[config.mk]
export PLATFORM = sky130hd
export DESIGN_NAME = hazard_ctrl_flat
export DESIGN_NICKNAME = d
export VERILOG_FILES = /design/src/rtl/hazard_ctrl_pkg.sv /design/src/rtl/hazard_ctrl_if.sv /design/src/rtl/hazard_ctrl_pend_table.sv /design/src/rtl/hazard_ctrl.sv /design/src/flat_wrapper.sv
export SDC_FILE = /design/constraint.sdc
export NUM_CORES = 1
export LEC_CHECK = 0
export BUFFER_PORTS_ARGS = -buffer_cell sky130_fd_sc_hd__buf_4
export CAP_MARGIN = 0
export CORE_ASPECT_RATIO = 1.1
export CORE_MARGIN = 5
export CORE_UTILIZATION = 55
export CTS_CLUSTER_DIAMETER = 150
export DETAILED_ROUTE_END_ITERATION = 8
export GPL_TIMING_DRIVEN = 0
export MAX_ROUTING_LAYER = met4
export PLACE_DENSITY_LB_ADDON = 0.12
export SLEW_MARGIN = 20
export SYNTH_ARGS = -nofsm -noshare
export SYNTH_HDL_FRONTEND = slang
export SYNTH_SLANG_ARGS = --single-unit
[constraint.sdc]
create_clock -name clk -period 12.1 [get_ports clk]
set_input_delay 0.605 -clock clk [delete_from_list [all_inputs] [get_ports clk]]
set_output_delay 0.605 -clock clk [all_outputs]
set_load 0.02 [all_outputs]
[src/rtl/hazard_ctrl_pkg.sv]
// Shared RISC-V definitions: register file geometry and hazard-controller types.
package _pkg_riscv_defines;

  localparam int unsigned REG_ADDR_WIDTH = 5;
  localparam int unsigned NUM_REGS       = 1 << REG_ADDR_WIDTH;

  localparam int unsigned HZ_MAX_PEND  = 3;
  localparam int unsigned HZ_CNT_WIDTH = $clog2(HZ_MAX_PEND + 1);

  typedef enum logic {
    HZ_RUN,
    HZ_STALL
  } hz_state_t;

  // Register usage of one decoded instruction, as seen by the hazard check
  typedef struct packed {
    logic [REG_ADDR_WIDTH-1:0] rs1_addr;
    logic                      rs1_used;
    logic [REG_ADDR_WIDTH-1:0] rs2_addr;
    logic                      rs2_used;
    logic [REG_ADDR_WIDTH-1:0] rd_addr;
    logic                      rd_we;
  } hz_chk_t;

endpackage

[src/rtl/hazard_ctrl_if.sv]
// Decode / writeback side-band bundle for the hazard controller.
interface hazard_ctrl_if;
  import _pkg_riscv_defines::*;

  logic                      chk_valid;
  logic [REG_ADDR_WIDTH-1:0] chk_rs1_addr;
  logic                      chk_rs1_used;
  logic [REG_ADDR_WIDTH-1:0] chk_rs2_addr;
  logic                      chk_rs2_used;
  logic [REG_ADDR_WIDTH-1:0] chk_rd_addr;
  logic                      chk_rd_we;
  logic                      issue_fire;
  logic [REG_ADDR_WIDTH-1:0] issue_rd_addr;
  logic                      issue_rd_we;
  logic                      wb_valid;
  logic [REG_ADDR_WIDTH-1:0] wb_rd_addr;
  logic                      flush;
  logic                      pause;
  logic                      err_underflow;

  modport master (
    output chk_valid, chk_rs1_addr, chk_rs1_used, chk_rs2_addr, chk_rs2_used,
           chk_rd_addr, chk_rd_we, issue_fire, issue_rd_addr, issue_rd_we,
           wb_valid, wb_rd_addr, flush,
    input  pause, err_underflow
  );

  modport slave (
    input  chk_valid, chk_rs1_addr, chk_rs1_used, chk_rs2_addr, chk_rs2_used,
           chk_rd_addr, chk_rd_we, issue_fire, issue_rd_addr, issue_rd_we,
           wb_valid, wb_rd_addr, flush,
    output pause, err_underflow
  );

endinterface

[src/rtl/hazard_ctrl_pend_table.sv]
// Per-register pending-write counters with same-cycle writeback bypass on three read ports.
module hz_pend_table
  import _pkg_riscv_defines::*;
#(
  parameter int unsigned MAX_PEND = HZ_MAX_PEND,
  parameter int unsigned CNT_W    = $clog2(MAX_PEND + 1)
) (
  input  logic                      clk,
  input  logic                      rst,
  input  logic                      flush,
  input  logic                      issue_fire,
  input  logic [REG_ADDR_WIDTH-1:0] issue_rd_addr,
  input  logic                      issue_rd_we,
  input  logic                      wb_valid,
  input  logic [REG_ADDR_WIDTH-1:0] wb_rd_addr,
  input  logic [REG_ADDR_WIDTH-1:0] rs1_addr,
  input  logic [REG_ADDR_WIDTH-1:0] rs2_addr,
  input  logic [REG_ADDR_WIDTH-1:0] rd_addr,
  output logic [CNT_W-1:0]          rs1_eff,
  output logic [CNT_W-1:0]          rs2_eff,
  output logic [CNT_W-1:0]          rd_eff,
  output logic                      err_underflow
);

  localparam int unsigned AW = REG_ADDR_WIDTH;

  // x0 has no storage; it reads as never pending
  logic [CNT_W-1:0] cnt_q [1:NUM_REGS-1];
  logic [CNT_W-1:0] cnt_d [1:NUM_REGS-1];
  logic             err_d;

  function automatic logic [CNT_W-1:0] cnt_of(input logic [AW-1:0] a);
    return (a == '0) ? '0 : cnt_q[a];
  endfunction

  function automatic logic [CNT_W-1:0] eff_of(input logic [AW-1:0] a);
    logic [CNT_W-1:0] c;
    c = cnt_of(a);
    return c - CNT_W'(wb_valid && (wb_rd_addr == a) && (c != '0));
  endfunction

  assign rs1_eff = eff_of(rs1_addr);
  assign rs2_eff = eff_of(rs2_addr);
  assign rd_eff  = eff_of(rd_addr);

  // Next counts: flush wins; issue+retire on one register cancel out
  always_comb begin
    logic inc;
    logic dec;
    inc = 1'b0;
    dec = 1'b0;
    for (int unsigned r = 1; r < NUM_REGS; r++) begin
      inc      = issue_fire && issue_rd_we && (issue_rd_addr == AW'(r));
      dec      = wb_valid && (wb_rd_addr == AW'(r));
      cnt_d[r] = cnt_q[r];
      if (flush) begin
        cnt_d[r] = '0;
      end else if (inc && !dec && (cnt_q[r] != CNT_W'(MAX_PEND))) begin
        cnt_d[r] = cnt_q[r] + CNT_W'(1);
      end else if (dec && !inc && (cnt_q[r] != '0)) begin
        cnt_d[r] = cnt_q[r] - CNT_W'(1);
      end
    end
    err_d = err_underflow
          | (!flush && wb_valid && (wb_rd_addr != '0) && (cnt_of(wb_rd_addr) == '0));
  end

  always_ff @(posedge clk) begin
    if (rst) begin
      for (int unsigned r = 1; r < NUM_REGS; r++) cnt_q[r] <= '0;
      err_underflow <= 1'b0;
    end else begin
      for (int unsigned r = 1; r < NUM_REGS; r++) cnt_q[r] <= cnt_d[r];
      err_underflow <= err_d;
    end
  end

endmodule

[src/rtl/hazard_ctrl.sv]
// RAW/WAW scoreboard hazard controller: drives decode pause until conflicting writes retire.
module hazard_ctrl
  import _pkg_riscv_defines::*;
#(
  parameter int unsigned MAX_PEND = HZ_MAX_PEND
) (
  input  logic          clk,
  input  logic          rst,
  hazard_ctrl_if.slave  bus
);

  localparam int unsigned CNT_W = $clog2(MAX_PEND + 1);

  hz_state_t        state_q, state_d;
  hz_chk_t          lat_q, lat_d;
  hz_chk_t          chk_cur, sel;
  logic [CNT_W-1:0] rs1_eff, rs2_eff, rd_eff;
  logic             hz;
  logic             pause_c;

  assign chk_cur = hz_chk_t'{
    rs1_addr: bus.chk_rs1_addr, rs1_used: bus.chk_rs1_used,
    rs2_addr: bus.chk_rs2_addr, rs2_used: bus.chk_rs2_used,
    rd_addr:  bus.chk_rd_addr,  rd_we:    bus.chk_rd_we
  };

  // While stalled the latched instruction is re-checked, live decode is ignored
  assign sel = (state_q == HZ_STALL) ? lat_q : chk_cur;

  hz_pend_table #(
    .MAX_PEND (MAX_PEND),
    .CNT_W    (CNT_W)
  ) u_pend (
    .clk           (clk),
    .rst           (rst),
    .flush         (bus.flush),
    .issue_fire    (bus.issue_fire),
    .issue_rd_addr (bus.issue_rd_addr),
    .issue_rd_we   (bus.issue_rd_we),
    .wb_valid      (bus.wb_valid),
    .wb_rd_addr    (bus.wb_rd_addr),
    .rs1_addr      (sel.rs1_addr),
    .rs2_addr      (sel.rs2_addr),
    .rd_addr       (sel.rd_addr),
    .rs1_eff       (rs1_eff),
    .rs2_eff       (rs2_eff),
    .rd_eff        (rd_eff),
    .err_underflow (bus.err_underflow)
  );

  assign hz = (sel.rs1_used && (rs1_eff != '0))
           || (sel.rs2_used && (rs2_eff != '0))
           || (sel.rd_we    && (rd_eff == CNT_W'(MAX_PEND)));

  always_comb begin
    state_d = state_q;
    lat_d   = lat_q;
    pause_c = 1'b0;
    if (bus.flush) begin
      state_d = HZ_RUN;
      lat_d   = '0;
    end else begin
      case (state_q)
        HZ_RUN: begin
          pause_c = bus.chk_valid && hz;
          if (pause_c) begin
            lat_d   = chk_cur;
            state_d = HZ_STALL;
          end
        end
        HZ_STALL: begin
          pause_c = hz;
          if (!hz) state_d = HZ_RUN;
        end
        default: state_d = HZ_RUN;
      endcase
    end
  end

  always_ff @(posedge clk) begin
    if (rst) begin
      state_q <= HZ_RUN;
      lat_q   <= '0;
    end else begin
      state_q <= state_d;
      lat_q   <= lat_d;
    end
  end

  assign bus.pause = pause_c;

endmodule

[src/flat_wrapper.sv]
// flat-port wrapper written by rule: the top's interface ports become plain ports
module hazard_ctrl_flat import _pkg_riscv_defines::*;
#(
  parameter int unsigned MAX_PEND = HZ_MAX_PEND
)
  (clk, rst, bus_chk_valid, bus_chk_rs1_addr, bus_chk_rs1_used, bus_chk_rs2_addr, bus_chk_rs2_used, bus_chk_rd_addr, bus_chk_rd_we, bus_issue_fire, bus_issue_rd_addr, bus_issue_rd_we, bus_wb_valid, bus_wb_rd_addr, bus_flush, bus_pause, bus_err_underflow);
  hazard_ctrl_if bus_i ();
  input  logic clk;
  input  logic rst;
  input wire logic [$bits(bus_i.chk_valid)-1:0] bus_chk_valid;
  input wire logic [$bits(bus_i.chk_rs1_addr)-1:0] bus_chk_rs1_addr;
  input wire logic [$bits(bus_i.chk_rs1_used)-1:0] bus_chk_rs1_used;
  input wire logic [$bits(bus_i.chk_rs2_addr)-1:0] bus_chk_rs2_addr;
  input wire logic [$bits(bus_i.chk_rs2_used)-1:0] bus_chk_rs2_used;
  input wire logic [$bits(bus_i.chk_rd_addr)-1:0] bus_chk_rd_addr;
  input wire logic [$bits(bus_i.chk_rd_we)-1:0] bus_chk_rd_we;
  input wire logic [$bits(bus_i.issue_fire)-1:0] bus_issue_fire;
  input wire logic [$bits(bus_i.issue_rd_addr)-1:0] bus_issue_rd_addr;
  input wire logic [$bits(bus_i.issue_rd_we)-1:0] bus_issue_rd_we;
  input wire logic [$bits(bus_i.wb_valid)-1:0] bus_wb_valid;
  input wire logic [$bits(bus_i.wb_rd_addr)-1:0] bus_wb_rd_addr;
  input wire logic [$bits(bus_i.flush)-1:0] bus_flush;
  output wire logic [$bits(bus_i.pause)-1:0] bus_pause;
  output wire logic [$bits(bus_i.err_underflow)-1:0] bus_err_underflow;
  assign bus_i.chk_valid = bus_chk_valid;
  assign bus_i.chk_rs1_addr = bus_chk_rs1_addr;
  assign bus_i.chk_rs1_used = bus_chk_rs1_used;
  assign bus_i.chk_rs2_addr = bus_chk_rs2_addr;
  assign bus_i.chk_rs2_used = bus_chk_rs2_used;
  assign bus_i.chk_rd_addr = bus_chk_rd_addr;
  assign bus_i.chk_rd_we = bus_chk_rd_we;
  assign bus_i.issue_fire = bus_issue_fire;
  assign bus_i.issue_rd_addr = bus_issue_rd_addr;
  assign bus_i.issue_rd_we = bus_issue_rd_we;
  assign bus_i.wb_valid = bus_wb_valid;
  assign bus_i.wb_rd_addr = bus_wb_rd_addr;
  assign bus_i.flush = bus_flush;
  assign bus_pause = bus_i.pause;
  assign bus_err_underflow = bus_i.err_underflow;
  hazard_ctrl #(.MAX_PEND(MAX_PEND)) u_core (.clk(clk), .rst(rst), .bus(bus_i));
endmodule
Word-level counts from Yosys, hierarchy flattened
Memories as Yosys holds them, arrays and structs flattened.
Index checks and enable logic that the tools add are counted.
{ "totals": {"n_memories": 1, "ram_bits": 62, "out_inout_bits": 2, "ff_bits": 20, "in_bits": 35} }
{ "memory_table": {"columns": ["name", "words", "width", "rd", "rd_clocked_by_memory_dff", "wr", "line", "source"], "rows": [
  ["u_core.u_pend.cnt_q", 31, 2, 35, 0, 31, "hazard_ctrl_pend_table.sv:28", "logic [CNT_W-1:0] cnt_q [1:NUM_REGS-1];"]
]} }
{ "op_classes": {"reduce_logical": 309, "n_addsub": 65, "n_eq_ne": 97, "bitwise": 33, "mux": 137} }
{ "op_table": {"columns": ["operator", "count"], "rows": [
  ["2-bit 2-to-1 mux", 128],
  ["1-bit logical AND", 200],
  ["5-bit == test (second input constant)", 32],
  ["5-bit by 4-bit == test with 1-bit output (second input constant)", 16],
  ["2-bit nonzero test", 36],
  ["1-bit logical NOT", 63],
  ["2-bit by 1-bit adder with 2-bit output (second input constant)", 31],
  ["2-bit inequality test (second input constant)", 31],
  ["2-bit by 1-bit subtractor with 2-bit output (second input constant)", 31],
  ["5-bit by 3-bit == test with 1-bit output (second input constant)", 8],
  ["1-bit bitwise OR", 32],
  ["5-bit by 2-bit == test with 1-bit output (second input constant)", 4],
  ["5-bit logical NOT", 4],
  ["18-bit 2-to-1 mux", 1],
  ["5-bit == test", 3],
  ["5-bit by 1-bit == test with 1-bit output (second input constant)", 2],
  ["1-bit 2-to-1 mux", 6],
  ["2-bit by 1-bit subtractor with 2-bit output", 3],
  ["5-bit nonzero test", 1],
  ["1-bit case mux with 2 select lines", 2],
  ["2-bit == test (second input constant)", 1],
  ["2-bit logical NOT", 1],
  ["1-bit logical OR", 2],
  ["2-bit AND reduction", 1],
  ["2 further kinds", 2]
]} }

Logic depth before layout (Yosys ltp)
{ "logic_depth": {"depth_word": 13, "mapped_depth": 19, "depth_no_buf": 14} }

Hierarchy
Synthesis repeated with hierarchy kept, for this count alone.
{ "hier_totals": {"hier_cells": 792, "area_unflattened_um2": 6819.0} }
{ "modules_own_cells": {"columns": ["mod", "cells_each", "seq_area_each_um2", "n_inst", "area_per_inst_um2"], "rows": [
  ["hz_pend_table", 713, 1261.2, 1, 5881.9],
  ["hazard_ctrl", 79, 380.4, 1, 937.1]
]} }

Worst setup path before layout
Ideal clock, no wire load.
{ "synth_path": {"path_kind": "register to output", "start": "reg u_core.state_q", "end": "out bus_pause", "stages_incl_launch_ff": 19, "path_buffers": 5, "arrival_ns": 4.259, "required_ns": 11.495, "setup_slack_ns": 7.236, "cell_sequence": "dfxtp_1 > buf_6 > buf_6 > mux2i_2 > buf_6 > buf_2 > mux4_2 > and2_1 > a211oi_1 > a31oi_1 > o21ai_0 > a21oi_1 > ha_1 > or3_1 > or4_4 > nand2_2 > buf_4 > o22ai_1 > nor2_1"} }
{ "synth_between": {"elab_chain_cells": 13} }
{ "synth_rtl": {"columns": ["element", "line", "source"], "rows": [
  ["from (decl)", "hazard_ctrl.sv:14", "hz_state_t state_q, state_d;"],
  ["from (signal assigned)", "hazard_ctrl.sv:85", "state_q <= state_d;"],
  ["18-bit 2-to-1 mux", "hazard_ctrl.sv:28", "assign sel = (state_q == HZ_STALL) ? lat_q : chk_cur;"],
  ["memory read 31 x 2 bit or 5-bit logical NOT (tied branches)", null, null],
  ["2-bit 2-to-1 mux", "hazard_ctrl_pend_table.sv:33", "return (a == '0) ? '0 : cnt_q[a];"],
  ["2-bit nonzero test", "hazard_ctrl_pend_table.sv:39", "return c - CNT_W'(wb_valid && (wb_rd_addr == a) && (c != '0));"],
  ["1-bit logical AND", "hazard_ctrl_pend_table.sv:39", null],
  ["2-bit by 1-bit subtractor with 2-bit output", "hazard_ctrl_pend_table.sv:39", null],
  ["2-bit nonzero test (on tied branches)", "hazard_ctrl.sv:51, hazard_ctrl.sv:52", null],
  ["1-bit logical AND (on tied branches)", "hazard_ctrl.sv:51, hazard_ctrl.sv:52", null],
  ["1-bit logical OR", "hazard_ctrl.sv:52", "|| (sel.rs2_used && (rs2_eff != '0))"],
  ["1-bit logical OR", "hazard_ctrl.sv:53", "|| (sel.rd_we && (rd_eff == CNT_W'(MAX_PEND)));"],
  ["1-bit logical AND", "hazard_ctrl.sv:65", "pause_c = bus.chk_valid && hz;"],
  ["1-bit case mux with 2 select lines *", "hazard_ctrl.sv:63", "case (state_q)"],
  ["1-bit 2-to-1 mux *", "hazard_ctrl.sv:59", "if (bus.flush) begin"],
  ["to (decl)", "flat_wrapper.sv:23", "output wire logic [$bits(bus_i.pause)-1:0] bus_pause;"]
]} }
Mark *: on every way between the ends. The rest lies on a longest branch, timed or not.

Final worst setup path
Same ends and word-level chain as after synthesis.

==> run metrics <==
critical path arrival=between 5000 and 6000 ps; clk sinks=slightly above 80; RSZ-0062 raised after global routing=false; Vias per Instance=6.95; CTS Buf Count=9; Setup Buffers After CTS=0; Worst Clk Skew=9.13 ps; Mapped Nets=between 900 and 1k; CP Data Required Time=11490 ps; final wirelength=approximately 25000 um; hold depth=2; async set-or-reset flop fraction in the synthesized netlist=0; Final Instance Count excl. Fillers=around 1.1k; Max FO, Critical Path=10; # rows=43; Seq/Total Area, Yosys=0.230; later-pin clock latency in the skew report=350 ps; final std cell area, no fill=7850 um^2; Die W=between 100 and 150 um; Avg Inst Size Synth=~7.7 um^2; area delta synth->final=10.0%; commonest cells after routing, fill and taps aside=nor2_1, o21ai_0, a21oi_1; CTS Buffer Depth=2; R2R cell count=19; total power=0.696 mW; HP Class=in2reg; initial antenna violation count=0; routed via count=approximately 7.8k; DR pass1 iterations=6; Yosys cell types=around 80; register bit total from synthesis=82; Die H=between 100 and 150 um; core area=12600 um^2; remaining global-route overflow=0; kind of critical path=reg2out; Global Route Usage Sum=0.330; setup TNS=0 ps; Final Critical Period=5840 ps; Root Buffer=clkbuf_16; die area=15300 um^2; largest net degree at the start of global routing=14; endpoint type of the worst setup path=primary output; number of synthesis warnings=0; nets=1004; I/O Buffers=33; Top Ports=37; Synth Flop Type=dfxtp_1; Synth Cell Area=~7000 um^2; Clock transition at path regs=60 ps; Post-CTS Hold Fix Bufs=0; share of cells above drive strength 1=0.122; R2R Path End=u_core.lat_q[10]; number of synthesized flops with an enable pin=0; GPL Wtd Cong=1.00; Power Density=88.8 nW/um^2; critical path launch point type=flop; Area after DPL=between 7000 and 8000 um^2; DRC viols=0; most common cell after layout, fill and taps aside=nor2_1; Hold Vio Cnt, Final=0; first-iteration detailed-routing DRC count=932; Max IR drop VDD=0.0513 mV; r2r startpoint=u_core.state_q; setup slack, reg-to-reg=7260 ps; Post-Syn Instances=roughly 920; Critical Path Source=u_core.state_q; Detailed Place HPWL=18400 um; Post-CTS Resized=0; Placed Cells=1114; CTS H-tree depth=3; Initial Util=0.564; upper clock frequency limit=around 0.17 GHz; first-pass GRT wire length=39300 um; Final period util=0.483; post-route ant nets=0; leakage=2.61 nW; Max-slew headroom=0.355; CTS tree=done; status=complete, no violations; wire per inst=21.9 um; Least-Margin Pin Slew=between 900 and 1000 ps; max-slew violations=0; Critical Path Sink=bus_pause; Setup-failing EPs final=0; ANT cells=0; Max Cap Viol=0; vias in the first global route=7182
## how the worst min path moves through the flow
stage | slack [ps] | start | to
2_1_floorplan | 450 | u_core.lat_q[11] | u_core.lat_q[11]
3_3_place_gp | 460 | u_core.u_pend.err_underflow | u_core.u_pend.err_underflow
3_5_place_dp | 470 | u_core.lat_q[0] | u_core.lat_q[0]
4_1_cts | 400 | rst | u_core.u_pend.err_underflow
5_1_grt | 410 | rst | u_core.u_pend.err_underflow
6_report | 410 | rst | u_core.u_pend.err_underflow
## metrics by stage
stage,setup WS [ps],utilization,hold WS [ps]
global route,6030,0.621,405
floorplan,7240,-,447
CTS,6290,0.621,403
detailed placement,6690,0.599,468
global placement,6760,0.599,459
finish,6260,0.621,407
## state kept, by name, indices dropped and copies added, names as in the netlist
signal / cells
u_core.u_pend.cnt_q: 62
u_core.lat_q: 18
u_core.state_q: 1
u_core.u_pend.err_underflow: 1
## per-layer routing
layer  routed length (um)  global-route usage  part of all wire
met1                 9850               0.418              0.40
met2                11100               0.509              0.45
met3                 2530              0.0567              0.10
met4                 1310               0.169             0.053
met5                    0                   -                 0
## layout make-up
| cell class | count | area [um^2] |
|---|---|---|
| Tap cell | 157 | 196 |
| Clock buffer | 11 | 243 |
| Multi-Input combinational cell | 761 | 5080 |
| Buffer | 65 | 354 |
| Inverter | 16 | 60.1 |
| Clock inverter | 4 | 27.5 |
| Fill cell | 1164 | 4800 |
| Sequential cell | 82 | 1640 |
| Timing Repair Buffer | 33 | 248 |
## critical path: stages, from the launching register on
cell and delay [ps]:
dfxtp_1 320, buf_6 160, buf_6 180, mux2i_2 320, buf_6 230, buf_2 330
mux4_2 540, and2_1 170, a211oi_1 220, a31oi_1 90, o21ai_0 300, a21oi_1 110
ha_1 300, or3_1 350, or4_4 430, nand2_2 200, buf_4 210, o22ai_1 130
nor2_1 140, buf_4 150
## cell usage after synthesis, types with 3 or more instances
library cell / n / area (um^2)
o211ai_1: 20 / 150
mux2i_2: 3 / 41.3
clkbuf_1: 38 / 143
a22oi_1: 14 / 105
or3_1: 15 / 93.8
o21a_1: 8 / 60.1
mux4_2: 22 / 495
mux2i_1: 59 / 591
dfxtp_1: 82 / 1640
nand2b_1: 16 / 100
nor2b_1: 6 / 37.5
nor3b_1: 4 / 30.0
inv_1: 16 / 60.1
mux2_2: 9 / 101
a21boi_0: 3 / 22.5
a31oi_1: 16 / 100
nor2_1: 112 / 420
and3_1: 6 / 37.5
o21ai_0: 95 / 475
nor4_1: 4 / 25.0
or3b_1: 5 / 43.8
nor3_1: 30 / 150
a211oi_1: 10 / 75.1
and2_1: 4 / 25.0
nand3_1: 30 / 150
xnor2_1: 13 / 114
nand3b_1: 7 / 52.6
or4_1: 18 / 135
buf_2: 10 / 50.1
buf_4: 4 / 30.0
o311ai_0: 3 / 26.3
nand4_1: 22 / 138
nand2_1: 54 / 203
buf_6: 11 / 124
o21bai_1: 7 / 52.6
a21oi_1: 87 / 435
o221ai_1: 7 / 61.3
## where the power goes
group / leakage [nW] / switching [mW] / total, mW / internal, mW
clock network: 0.136 / 0.123 / 0.267 / 0.144
registers: 0.661 / 0.00291 / 0.275 / 0.273
logic: 1.81 / 0.0958 / 0.154 / 0.0577
## kinds of logic after synthesis
| group | synth area share |
|---|---|
| fa+ha+maj | 0.00175 |
| buf+inv | 0.0581 |
| simple gates | 0.240 |
| xor+xnor | 0.0184 |
| flops | 0.230 |
| compound gates | 0.267 |
| mux | 0.184 |
Note: power is estimated with default switching activity, not from simulation.
